**config.mk**
```make
export PLATFORM = sky130hd
export DESIGN_NAME = fft8_stage_sequencer_flat
export DESIGN_NICKNAME = d
export VERILOG_FILES = /design/src/rtl/fft8_pkg.sv /design/src/rtl/fft8_stage_sequencer_if.sv /design/src/rtl/fft8_wb_delay.sv /design/src/rtl/fft8_stage_sequencer.sv /design/src/flat_wrapper.sv
export SDC_FILE = /design/constraint.sdc
export NUM_CORES = 1
export LEC_CHECK = 0
export ABC_CLOCK_PERIOD_IN_PS = 4100
export BUFFER_PORTS_ARGS = -buffer_cell sky130_fd_sc_hd__buf_2
export CAP_MARGIN = 40
export CORE_MARGIN = 1
export CORE_UTILIZATION = 35
export DETAILED_ROUTE_END_ITERATION = 8
export PLACE_DENSITY = 0.62
export SLEW_MARGIN = 15
export SYNTH_ARGS = -nofsm -noshare
export SYNTH_HDL_FRONTEND = slang
export SYNTH_SLANG_ARGS = --single-unit
```
**constraint.sdc**
```tcl
create_clock -name clk -period 4.1 [get_ports clk]
set_input_delay 0.205 -clock clk [delete_from_list [all_inputs] [get_ports clk]]
set_output_delay 0.205 -clock clk [all_outputs]
set_load 0.02 [all_outputs]
```
**src/rtl/fft8_pkg.sv**
```systemverilog
// fft8_pkg: shared definitions for the 8-point radix-2 DIT FFT control path.
//   - transform size constants (N, LOG2N, NUM_BF, NUM_STAGES)
//   - addr_t data-address type, wb_entry_t writeback delay-line entry
//   - seq_state_t sequencer state encoding
//   - Q1.15 twiddle constants W8^k = cos(2*pi*k/8) - j*sin(2*pi*k/8), k = 0..3
//   - butterfly address/twiddle helpers for stage s, butterfly j
package fft8_pkg;

  localparam int N          = 8;
  localparam int LOG2N      = 3;
  localparam int NUM_BF     = 4;
  localparam int NUM_STAGES = 3;

  typedef logic [LOG2N-1:0] addr_t;

  typedef enum logic [1:0] {
    IDLE  = 2'd0,
    ISSUE = 2'd1,
    DRAIN = 2'd2,
    DONE  = 2'd3
  } seq_state_t;

  typedef struct packed {
    logic  valid;
    addr_t a;
    addr_t b;
  } wb_entry_t;

  // Packed as {k3, k2, k1, k0}. +1.0 saturates to 0x7FFF.
  localparam logic [NUM_BF-1:0][15:0] TW_RE = {16'hA57E, 16'h0000, 16'h5A82, 16'h7FFF};
  localparam logic [NUM_BF-1:0][15:0] TW_IM = {16'hA57E, 16'h8000, 16'hA57E, 16'h0000};

  // Top-leg address: butterflies of stage s are grouped in blocks of 2*half,
  // j>>s selects the block and the low s bits of j the offset inside it.
  function automatic addr_t bf_addr_a(input logic [1:0] s, input logic [1:0] j);
    logic [3:0] half;
    logic [3:0] pos;
    logic [3:0] grp;
    logic [3:0] a;
    half = 4'd1 << s;
    pos  = {2'b00, j} & (half - 4'd1);
    grp  = {2'b00, j} >> s;
    a    = grp * (half << 1) + pos;
    return a[2:0];
  endfunction

  function automatic addr_t bf_addr_b(input logic [1:0] s, input logic [1:0] j);
    logic [3:0] half;
    addr_t      a;
    half = 4'd1 << s;
    a    = bf_addr_a(s, j);
    return a + half[2:0];
  endfunction

  function automatic logic [2:0] bf_tw(input logic [1:0] s, input logic [1:0] j);
    logic [3:0] half;
    logic [3:0] pos;
    logic [3:0] t;
    half = 4'd1 << s;
    pos  = {2'b00, j} & (half - 4'd1);
    t    = pos << (2'd2 - s);
    return t[2:0];
  endfunction

endpackage

```
**src/rtl/fft8_stage_sequencer_if.sv**
```systemverilog
// fft8_stage_sequencer_if: issue and writeback bus between the stage
// sequencer and the butterfly / data RAM / twiddle ROM.
//   bf_valid, bf_ready      issue handshake
//   rd_addr_a, rd_addr_b    in-place read addresses (top/bottom leg)
//   tw_addr                 twiddle ROM index 0..3
//   stage                   current stage 0..2
//   wb_valid, wb_addr_a/b   delayed writeback strobe and addresses
// master = sequencer, slave = datapath.
interface fft8_stage_sequencer_if #(parameter int AW = 3);
  logic          bf_valid;
  logic          bf_ready;
  logic [AW-1:0] rd_addr_a;
  logic [AW-1:0] rd_addr_b;
  logic [2:0]    tw_addr;
  logic [1:0]    stage;
  logic          wb_valid;
  logic [AW-1:0] wb_addr_a;
  logic [AW-1:0] wb_addr_b;

  modport master (
    output bf_valid, rd_addr_a, rd_addr_b, tw_addr, stage,
    output wb_valid, wb_addr_a, wb_addr_b,
    input  bf_ready
  );

  modport slave (
    input  bf_valid, rd_addr_a, rd_addr_b, tw_addr, stage,
    input  wb_valid, wb_addr_a, wb_addr_b,
    output bf_ready
  );
endinterface

```
**src/rtl/fft8_wb_delay.sv**
```systemverilog
// fft8_wb_delay: DEPTH-deep shift register of {valid, a, b} writeback
// entries. Shifts every cycle; the butterfly never stalls once an issue
// is accepted, so the entry leaves exactly DEPTH cycles after entering.
//   clk, rst_n  clock, async active-low clear of every entry
//   in_entry    entry loaded at the head each cycle
//   out_entry   tail entry (drives the writeback port)
module fft8_wb_delay
  import fft8_pkg::*;
#(
  parameter int DEPTH = 2
) (
  input  logic      clk,
  input  logic      rst_n,
  input  wb_entry_t in_entry,
  output wb_entry_t out_entry
);

  wb_entry_t pipe_q [DEPTH];
  wb_entry_t pipe_d [DEPTH];

  always_comb begin
    pipe_d[0] = in_entry;
    for (int i = 1; i < DEPTH; i++) begin
      pipe_d[i] = pipe_q[i-1];
    end
  end

  always_ff @(posedge clk or negedge rst_n) begin
    if (!rst_n) begin
      for (int i = 0; i < DEPTH; i++) begin
        pipe_q[i] <= '0;
      end
    end else begin
      for (int i = 0; i < DEPTH; i++) begin
        pipe_q[i] <= pipe_d[i];
      end
    end
  end

  assign out_entry = pipe_q[DEPTH-1];

endmodule

```
**src/rtl/fft8_stage_sequencer.sv**
```systemverilog
// fft8_stage_sequencer: walks 3 stages x 4 butterflies of an 8-point
// radix-2 DIT FFT, issuing in-place read addresses and twiddle index,
// tracking writebacks through a BF_LAT-deep delay line and draining
// between stages so a stage only reads fully written-back data.
//
// Ports:
//   clk, rst_n     clock, async active-low reset
//   start          start request (ignored while busy)
//   bus (master)   issue handshake + read/twiddle/stage + writeback
//   busy           high from start acceptance until done
//   done           one-cycle completion pulse
//   inv, tw_conj   only with FFT8_SEQ_INVERSE_EN: inv is latched at start,
//                  tw_conj mirrors it while busy (IFFT twiddle conjugate)
//
// Optional feature macro: FFT8_SEQ_INVERSE_EN
//
// state | meaning
// IDLE  | waiting for start
// ISSUE | presenting butterfly j of the current stage, advancing on accept
// DRAIN | no issue; waiting BF_LAT cycles for the stage's writebacks
// DONE  | one-cycle done pulse, then IDLE
module fft8_stage_sequencer
  import fft8_pkg::*;
#(
  parameter int BF_LAT = 2,
  parameter int AW     = 3
) (
  input  logic clk,
  input  logic rst_n,
  input  logic start,
`ifdef FFT8_SEQ_INVERSE_EN
  input  logic inv,
  output logic tw_conj,
`endif
  fft8_stage_sequencer_if.master bus,
  output logic busy,
  output logic done
);

  localparam int DRW = $clog2(BF_LAT + 1);

  seq_state_t    state_q, state_d;
  logic [1:0]    stage_q, stage_d;
  logic [1:0]    j_q, j_d;
  logic [DRW-1:0] drain_q, drain_d;
  logic          bf_valid_q, bf_valid_d;
  logic [AW-1:0] rd_addr_a_q, rd_addr_a_d;
  logic [AW-1:0] rd_addr_b_q, rd_addr_b_d;
  logic [2:0]    tw_addr_q, tw_addr_d;
  logic          busy_q, busy_d;
  logic          done_q, done_d;
`ifdef FFT8_SEQ_INVERSE_EN
  logic          tw_conj_q, tw_conj_d;
`endif

  logic          accept;
  wb_entry_t     wb_in;
  wb_entry_t     wb_out;

  assign accept = bf_valid_q & bus.bf_ready;

  always_comb begin
    state_d    = state_q;
    stage_d    = stage_q;
    j_d        = j_q;
    drain_d    = drain_q;
    bf_valid_d = bf_valid_q;
    busy_d     = busy_q;
    done_d     = 1'b0;
`ifdef FFT8_SEQ_INVERSE_EN
    tw_conj_d  = tw_conj_q;
`endif

    case (state_q)
      IDLE: begin
        if (start) begin
          state_d    = ISSUE;
          stage_d    = 2'd0;
          j_d        = 2'd0;
          bf_valid_d = 1'b1;
          busy_d     = 1'b1;
`ifdef FFT8_SEQ_INVERSE_EN
          tw_conj_d  = inv;
`endif
        end
      end
      ISSUE: begin
        if (accept) begin
          if (j_q == 2'd3) begin
            state_d    = DRAIN;
            drain_d    = DRW'(BF_LAT);
            bf_valid_d = 1'b0;
          end else begin
            j_d = j_q + 2'd1;
          end
        end
      end
      DRAIN: begin
        // Leave when the count reaches 0 after this cycle's decrement, giving
        // exactly BF_LAT drain cycles; the stage's last writeback lands in
        // the final one.
        drain_d = drain_q - DRW'(1);
        if (drain_q == DRW'(1)) begin
          if (stage_q < 2'd2) begin
            state_d    = ISSUE;
            stage_d    = stage_q + 2'd1;
            j_d        = 2'd0;
            bf_valid_d = 1'b1;
          end else begin
            state_d = DONE;
            done_d  = 1'b1;
            busy_d  = 1'b0;
`ifdef FFT8_SEQ_INVERSE_EN
            tw_conj_d = 1'b0;
`endif
          end
        end
      end
      DONE: begin
        state_d = IDLE;
      end
      default: begin
        state_d = IDLE;
      end
    endcase

    // Addresses are registered from the next stage/j so they line up with
    // bf_valid and stay frozen while the issue is stalled.
    if (bf_valid_d) begin
      rd_addr_a_d = AW'(bf_addr_a(stage_d, j_d));
      rd_addr_b_d = AW'(bf_addr_b(stage_d, j_d));
      tw_addr_d   = bf_tw(stage_d, j_d);
    end else begin
      rd_addr_a_d = '0;
      rd_addr_b_d = '0;
      tw_addr_d   = '0;
    end
  end

  always_ff @(posedge clk or negedge rst_n) begin
    if (!rst_n) begin
      state_q     <= IDLE;
      stage_q     <= '0;
      j_q         <= '0;
      drain_q     <= '0;
      bf_valid_q  <= 1'b0;
      rd_addr_a_q <= '0;
      rd_addr_b_q <= '0;
      tw_addr_q   <= '0;
      busy_q      <= 1'b0;
      done_q      <= 1'b0;
`ifdef FFT8_SEQ_INVERSE_EN
      tw_conj_q   <= 1'b0;
`endif
    end else begin
      state_q     <= state_d;
      stage_q     <= stage_d;
      j_q         <= j_d;
      drain_q     <= drain_d;
      bf_valid_q  <= bf_valid_d;
      rd_addr_a_q <= rd_addr_a_d;
      rd_addr_b_q <= rd_addr_b_d;
      tw_addr_q   <= tw_addr_d;
      busy_q      <= busy_d;
      done_q      <= done_d;
`ifdef FFT8_SEQ_INVERSE_EN
      tw_conj_q   <= tw_conj_d;
`endif
    end
  end

  always_comb begin
    wb_in.valid = accept;
    wb_in.a     = accept ? addr_t'(rd_addr_a_q) : '0;
    wb_in.b     = accept ? addr_t'(rd_addr_b_q) : '0;
  end

  fft8_wb_delay #(.DEPTH(BF_LAT)) u_wb_delay (
    .clk       (clk),
    .rst_n     (rst_n),
    .in_entry  (wb_in),
    .out_entry (wb_out)
  );

  assign bus.bf_valid  = bf_valid_q;
  assign bus.rd_addr_a = rd_addr_a_q;
  assign bus.rd_addr_b = rd_addr_b_q;
  assign bus.tw_addr   = tw_addr_q;
  assign bus.stage     = stage_q;
  assign bus.wb_valid  = wb_out.valid;
  assign bus.wb_addr_a = AW'(wb_out.a);
  assign bus.wb_addr_b = AW'(wb_out.b);
  assign busy          = busy_q;
  assign done          = done_q;
`ifdef FFT8_SEQ_INVERSE_EN
  assign tw_conj       = tw_conj_q;
`endif

endmodule

```
**src/flat_wrapper.sv**
```systemverilog
// flat-port wrapper written by rule: the top's interface ports become plain ports
module fft8_stage_sequencer_flat import fft8_pkg::*;
#(
  parameter int BF_LAT = 2,
  parameter int AW     = 3
)
  (clk, rst_n, start, busy, done, bus_bf_valid, bus_rd_addr_a, bus_rd_addr_b, bus_tw_addr, bus_stage, bus_wb_valid, bus_wb_addr_a, bus_wb_addr_b, bus_bf_ready);
  fft8_stage_sequencer_if #(.AW(AW)) bus_i ();
  input  logic clk;
  input  logic rst_n;
  input  logic start;
  output logic busy;
  output logic done;
  output wire logic [$bits(bus_i.bf_valid)-1:0] bus_bf_valid;
  output wire logic [$bits(bus_i.rd_addr_a)-1:0] bus_rd_addr_a;
  output wire logic [$bits(bus_i.rd_addr_b)-1:0] bus_rd_addr_b;
  output wire logic [$bits(bus_i.tw_addr)-1:0] bus_tw_addr;
  output wire logic [$bits(bus_i.stage)-1:0] bus_stage;
  output wire logic [$bits(bus_i.wb_valid)-1:0] bus_wb_valid;
  output wire logic [$bits(bus_i.wb_addr_a)-1:0] bus_wb_addr_a;
  output wire logic [$bits(bus_i.wb_addr_b)-1:0] bus_wb_addr_b;
  input wire logic [$bits(bus_i.bf_ready)-1:0] bus_bf_ready;
  assign bus_bf_valid = bus_i.bf_valid;
  assign bus_rd_addr_a = bus_i.rd_addr_a;
  assign bus_rd_addr_b = bus_i.rd_addr_b;
  assign bus_tw_addr = bus_i.tw_addr;
  assign bus_stage = bus_i.stage;
  assign bus_wb_valid = bus_i.wb_valid;
  assign bus_wb_addr_a = bus_i.wb_addr_a;
  assign bus_wb_addr_b = bus_i.wb_addr_b;
  assign bus_i.bf_ready = bus_bf_ready;
  fft8_stage_sequencer #(.BF_LAT(BF_LAT), .AW(AW)) u_core (.clk(clk), .rst_n(rst_n), .start(start), .bus(bus_i), .busy(busy), .done(done));
endmodule
```
After elaboration in Yosys (flattened, before gate mapping)
Index checks and enable logic that the tools add are counted.
- bits in registers: 34
- logic and storage cells: 81
- add/subtract/negate cells: 7
- multipliers: 1
- magnitude comparators: 1
- eq/ne operators: 10
- shifts and indexed selects: 3
- muxes and demuxes: 35
- bitwise gates (word level): 2
- reductions and logical operators: 6
- operator list (kind ; number):
    $mux 2 ; 13
    $mux 3 ; 5
    $mux 1 ; 11
    $pmux 2 s2 ; 2
    $pmux 2 s4 ; 1
    $reduce_and 4->1 ; 2
    $add 3x3->3 ; 2
    $eq 2x2->1 const B ; 3
    $ne 2x1->1 const B ; 3
    $pmux 2 s3 ; 1
    $add 2x1->2 const B ; 2
    $and 2x4->4 ; 1
    $eq 2x1->1 const B ; 2
    $mul 4x3->2 ; 1
    $ne 2x2->1 const B ; 2
    $reduce_bool 2->1 ; 2
    $shl 1x2->4 const A ; 1
    $shl 4x2->3 ; 1
    $shr 2x2->4 ; 1
    $sub 4x1->4 const B ; 1
    $pmux 1 s3 ; 1
    $reduce_and 3->1 ; 1
    $logic_not 2->1 ; 1
    $lt 2x2->1 const B ; 1
    4 further kinds ; 4

Logic depth before layout (Yosys ltp)
- depth after elaboration: 10
- gate-level depth with buffers: 15
- depth with buffers taken out: 14

Cells and area by module
A second synthesis with hierarchy kept.
- cells, all modules: 142
- area total of the unflattened synthesis: 1591.5 sq um
- modules (own cells, without submodules) (module ; times used ; cells an instance ; area an instance (sq um) ; sequential area each (sq um)):
    fft8_stage_sequencer ; 1 ; 128 ; 1241.2 ; 500.5
    fft8_wb_delay ; 1 ; 14 ; 350.3 ; 350.3

Worst setup path before layout
OpenSTA, ideal clock, no wires.
- path kind: reg-to-reg
- from: reg u_core.stage_q[1], in the netlist u_core.bus.stage[1]
- to: reg u_core.rd_addr_b_q[2], in the netlist u_core.bus.rd_addr_b[2]
- library setup time: 0.077 ns
- arrival time: 3.264 ns
- data required time: 4.023 ns
- path slack: 0.758 ns
- cell stages (with the launch flop): 16
- path buffers: 1
- period minus slack after synthesis: 3.342 ns
- cell sequence: dfrtp_1 inv_1 ha_1 nor2b_1 o21ai_1 and2_1 buf_2 ha_1 xor2_2 nor2_1 ha_1 fa_1 xor2_1 xnor2_1 nand4_1 a21oi_1
- longest elaborated chain between the ends: 10
- elaborated cells on any way between the ends: 20
- RTL lines (element ; line ; RTL):
    from (decl) ; fft8_stage_sequencer.sv:43 ; logic [1:0] stage_q, stage_d;
    from (signal assigned) ; fft8_stage_sequencer.sv:157 ; stage_q <= stage_d;
    parallel branches: the longest is 9 deep, another holds $mul 4x3->2 ; n/a ;
    $mux 3 * ; fft8_stage_sequencer.sv:129 ; if (bf_valid_d) begin
    net u_core.rd_addr_b_d[2] ; fft8_stage_sequencer.sv:48 ; logic [AW-1:0] rd_addr_b_q, rd_addr_b_d;
    to (signal assigned) ; fft8_stage_sequencer.sv:162 ; rd_addr_b_q <= rd_addr_b_d;
    to (decl) ; fft8_stage_sequencer.sv:48 ;
Mark *: on every way through the listed nets, which the timed path passes.
A chain may end at the register's enable or synchronous reset.

Worst setup path after layout
- from: reg u_core.state_q[0]
- to: reg u_core.rd_addr_b_q[2], in the netlist u_core.bus.rd_addr_b[2]
- longest elaborated chain between the ends: 8
- elaborated cells on any way between the ends: 14
- RTL lines (element ; line ; RTL):
    from (decl) ; fft8_stage_sequencer.sv:42 ; seq_state_t state_q, state_d;
    from (signal assigned) ; fft8_stage_sequencer.sv:156 ; state_q <= state_d;
    parallel branches: the longest is 7 deep, another holds $mul 4x3->2 ; n/a ;
    $mux 3 * ; fft8_stage_sequencer.sv:129 ;
    net u_core.rd_addr_b_d[2] ; fft8_stage_sequencer.sv:48 ;
Marked as above.

==> flow_metrics.tcl <==
set metrics [dict create \
    period_share_pct 89.5 \
    fin_setup_tns_ns 0 \
    max_freq_mhz 272 \
    yosysSeqAreaShare_pct 54.3 \
    slew-limit-headroom_pct 51.6 \
    place_inst 211 \
    drv_slew 0 \
    worst_clock_skew_ns 0.00258 \
    cts_resized 0 \
    synth_cells 140 \
    wl_mm 2.88 \
    fin_util_pct 45.4 \
    clk_pin_slew_ns 0.07 \
    final_cell_mix "dfrtp_1, buf_2, ha_1" \
    dr.pass1.iters 4 \
    cts_setup_buffers 0 \
    crit_type "reg -> reg" \
    start_util_pct 37.8 \
    diodes 0 \
    wire_per_inst_um 13.1 \
    r2r_slack_ns 0.43 \
    maxCapViolations 0 \
    clock_latency_ns 0.29 \
    ys_seq_elements 34 \
    die_x_um 68.9 \
    instances_no_fill 220 \
    yosysWarnings 0 \
    cp_data_required_time_ns 4.32 \
    worst-slew-pin-transition_ns 0.726 \
    num-nets-final 184 \
    multi_input_area_um2 652 \
    routed-via-count 1085 \
    hp-start "bus_bf_ready" \
    wl_met3_um 168 \
    ctsRootBufferMaster "clkbuf_8" \
    met1_length_mm 1.32 \
    holdWs_ns 0.254 \
    layout.cells.most_common "dfrtp_1" \
    hpwl_mm 2.09 \
    syn_nets 155 \
    grt_max_degree 35 \
    cts_hold_buf 1 \
    grt_overflow_total 0 \
    hold_violations 0 \
    ys.flop_type "dfrtp_1" \
    drtIter0Drc 24 \
    postSynthAreaPerCell_um2 11.2 \
    dieHeight_um 68.9 \
    areaGrowthSynthToFinish_pct 20.0 \
    status "complete, no violations" \
    critPathArrivalTime_ns 3.89 \
    cts_buffer_depth 2 \
    numClockSinks 34 \
    gp_congestion 0.848 \
    p_per_area_nw_per_um2 728 \
    design_area_um2 1880 \
    h-tree-depth 2 \
    cts_tree "yes" \
    min_to "u_core.u_wb_delay.pipe_d[6]" \
    io_pins 25 \
    grtUsageTotal_pct 14.2 \
    dieArea_um2 4750 \
    setup_violations 0 \
    synth_edf_count 0 \
    grt_pass1_vias 1061 \
    post-route-min-period_ns 3.67 \
    power_leakage_nw 0.965 \
    reg2reg_from "u_core.state_q[0]" \
    synth.area.top_cells "dfrtp_1, ha_1, a21oi_1, and3_1, inv_1" \
    setup_ws_ns 0.429 \
    end_kind "flop" \
    worstHoldPathCells 2 \
    synth_cell_type_count 40 \
    dpl_cell_area_um2 1730 \
    grt_pass1_wl_mm 4.87 \
    rows 23 \
    dp_slack_ns 0.500 \
    drive_gt1_share_pct 23.5 \
    synth_top_area_cell "dfrtp_1" \
    min-delay-path-class "in -> reg" \
    core_area_um2 4140 \
    ys_async_sr_fraction_pct 100 \
    vias_per_cell 4.93 \
    synth_top_cell_area_share_pct 54.3 \
    seqCellArea_um2 851 \
    rr_endpoint "u_core.bus.rd_addr_b[2]" \
    maxUsedRoutingLayer "met4" \
    numCtsBuffers 5 \
    drt_drc_violations_left 0 \
    fin_total_pwr_mw 1.37 \
    critical_path.max_fanout 12 \
    routed-wl-met2_mm 1.31 \
    fillCellCount 387 \
    antenna_found_initial 0 \
    syn_area_um2 1570 \
    reg2reg_depth 14 \
    rsz0062_at_grt "false" \
    ir_drop_mv 0.282 \
    numPortBuffers 24 \
    crit_path_start_kind "flop" \
    ant_nets 0 \
]
how the worst max path moves through the flow:
stage | startpoint | endpoint | slack, ns
after floorplan | u_core.bus.stage[1] | u_core.bus.rd_addr_b[2] | 0.76
after global routing | u_core.state_q[0] | u_core.bus.rd_addr_b[2] | 0.10
final | u_core.state_q[0] | u_core.bus.rd_addr_b[2] | 0.43
after CTS | u_core.state_q[0] | u_core.bus.rd_addr_b[2] | 0.46
after global placement | u_core.state_q[0] | u_core.bus.rd_addr_b[2] | 0.67
after detailed placement | u_core.state_q[0] | u_core.bus.rd_addr_b[2] | 0.50
cell type report:
cell class / count / area share [%]
repair buffers: 25 / 6.91
multi-input cells: 90 / 34.6
well taps: 50 / 3.32
clock buffers: 5 / 3.66
clock inverters: 3 / 3.66
inverters: 13 / 2.59
flip-flops and latches: 34 / 45.2
synth_stat cells, types with 2 or more instances:
master / n
ha_1: 10
inv_2: 4
a31oi_1: 2
a21oi_1: 8
nand3b_1: 3
o21ai_1: 2
nand2_1: 9
o31ai_1: 2
nand4_1: 4
a31o_1: 2
nor2_1: 7
dfrtp_1: 34
o21ai_0: 3
and3_1: 6
inv_1: 9
nor3_1: 3
and2_1: 5
a211oi_1: 3
nor2b_1: 3
sequential cells by signal (all words and copies together), names as in the netlist, 2 cells and up:
signal / count
u_core.bus.rd_addr_a: 3
u_core.bus.rd_addr_b: 3
u_core.bus.stage: 2
u_core.bus.tw_addr: 3
u_core.drain_q: 2
u_core.j_q: 2
u_core.state_q: 2
u_core.u_wb_delay.out_entry: 7
u_core.u_wb_delay.pipe_d: 7
power breakdown:
group | total, mW | leakage, nW | internal, mW | switching (mW)
Clock | 0.368 | 0.0683 | 0.243 | 0.124
Sequential | 0.443 | 0.456 | 0.391 | 0.0522
Combinational | 0.558 | 0.441 | 0.209 | 0.349
cell families after synthesis:
family          count (synthesis)  synth area share [%]
buf+inv                        16                  4.15
other cells                     1                 0.239
xor+xnor                        3                  2.16
flops                          34                  54.3
compound gates                 27                  12.5
mux                             2                  1.36
simple gates                   46                  16.1
fa+ha+maj                      11                  9.26
critical path, cell delays in order (launching register included):
cell and delay (ns):
dfrtp_1 0.43, inv_1 0.13, ha_1 0.41, mux2i_1 0.18, nand2_1 0.18, and2_1 0.29, ha_1 0.36, xor2_2 0.19
nor2_1 0.06, ha_1 0.31, fa_1 0.41, xor2_1 0.16, xnor2_1 0.19, nand4_1 0.12, a21oi_1 0.16
metal layers:
layer / vias up / global-route usage [%]
li1: 536 / -
met1: 516 / 17.7
met2: 26 / 22.1
met3: 7 / 5.10
met4: 0 / 6.12
met5: - / 0
Note: power is estimated with default switching activity, not from simulation.
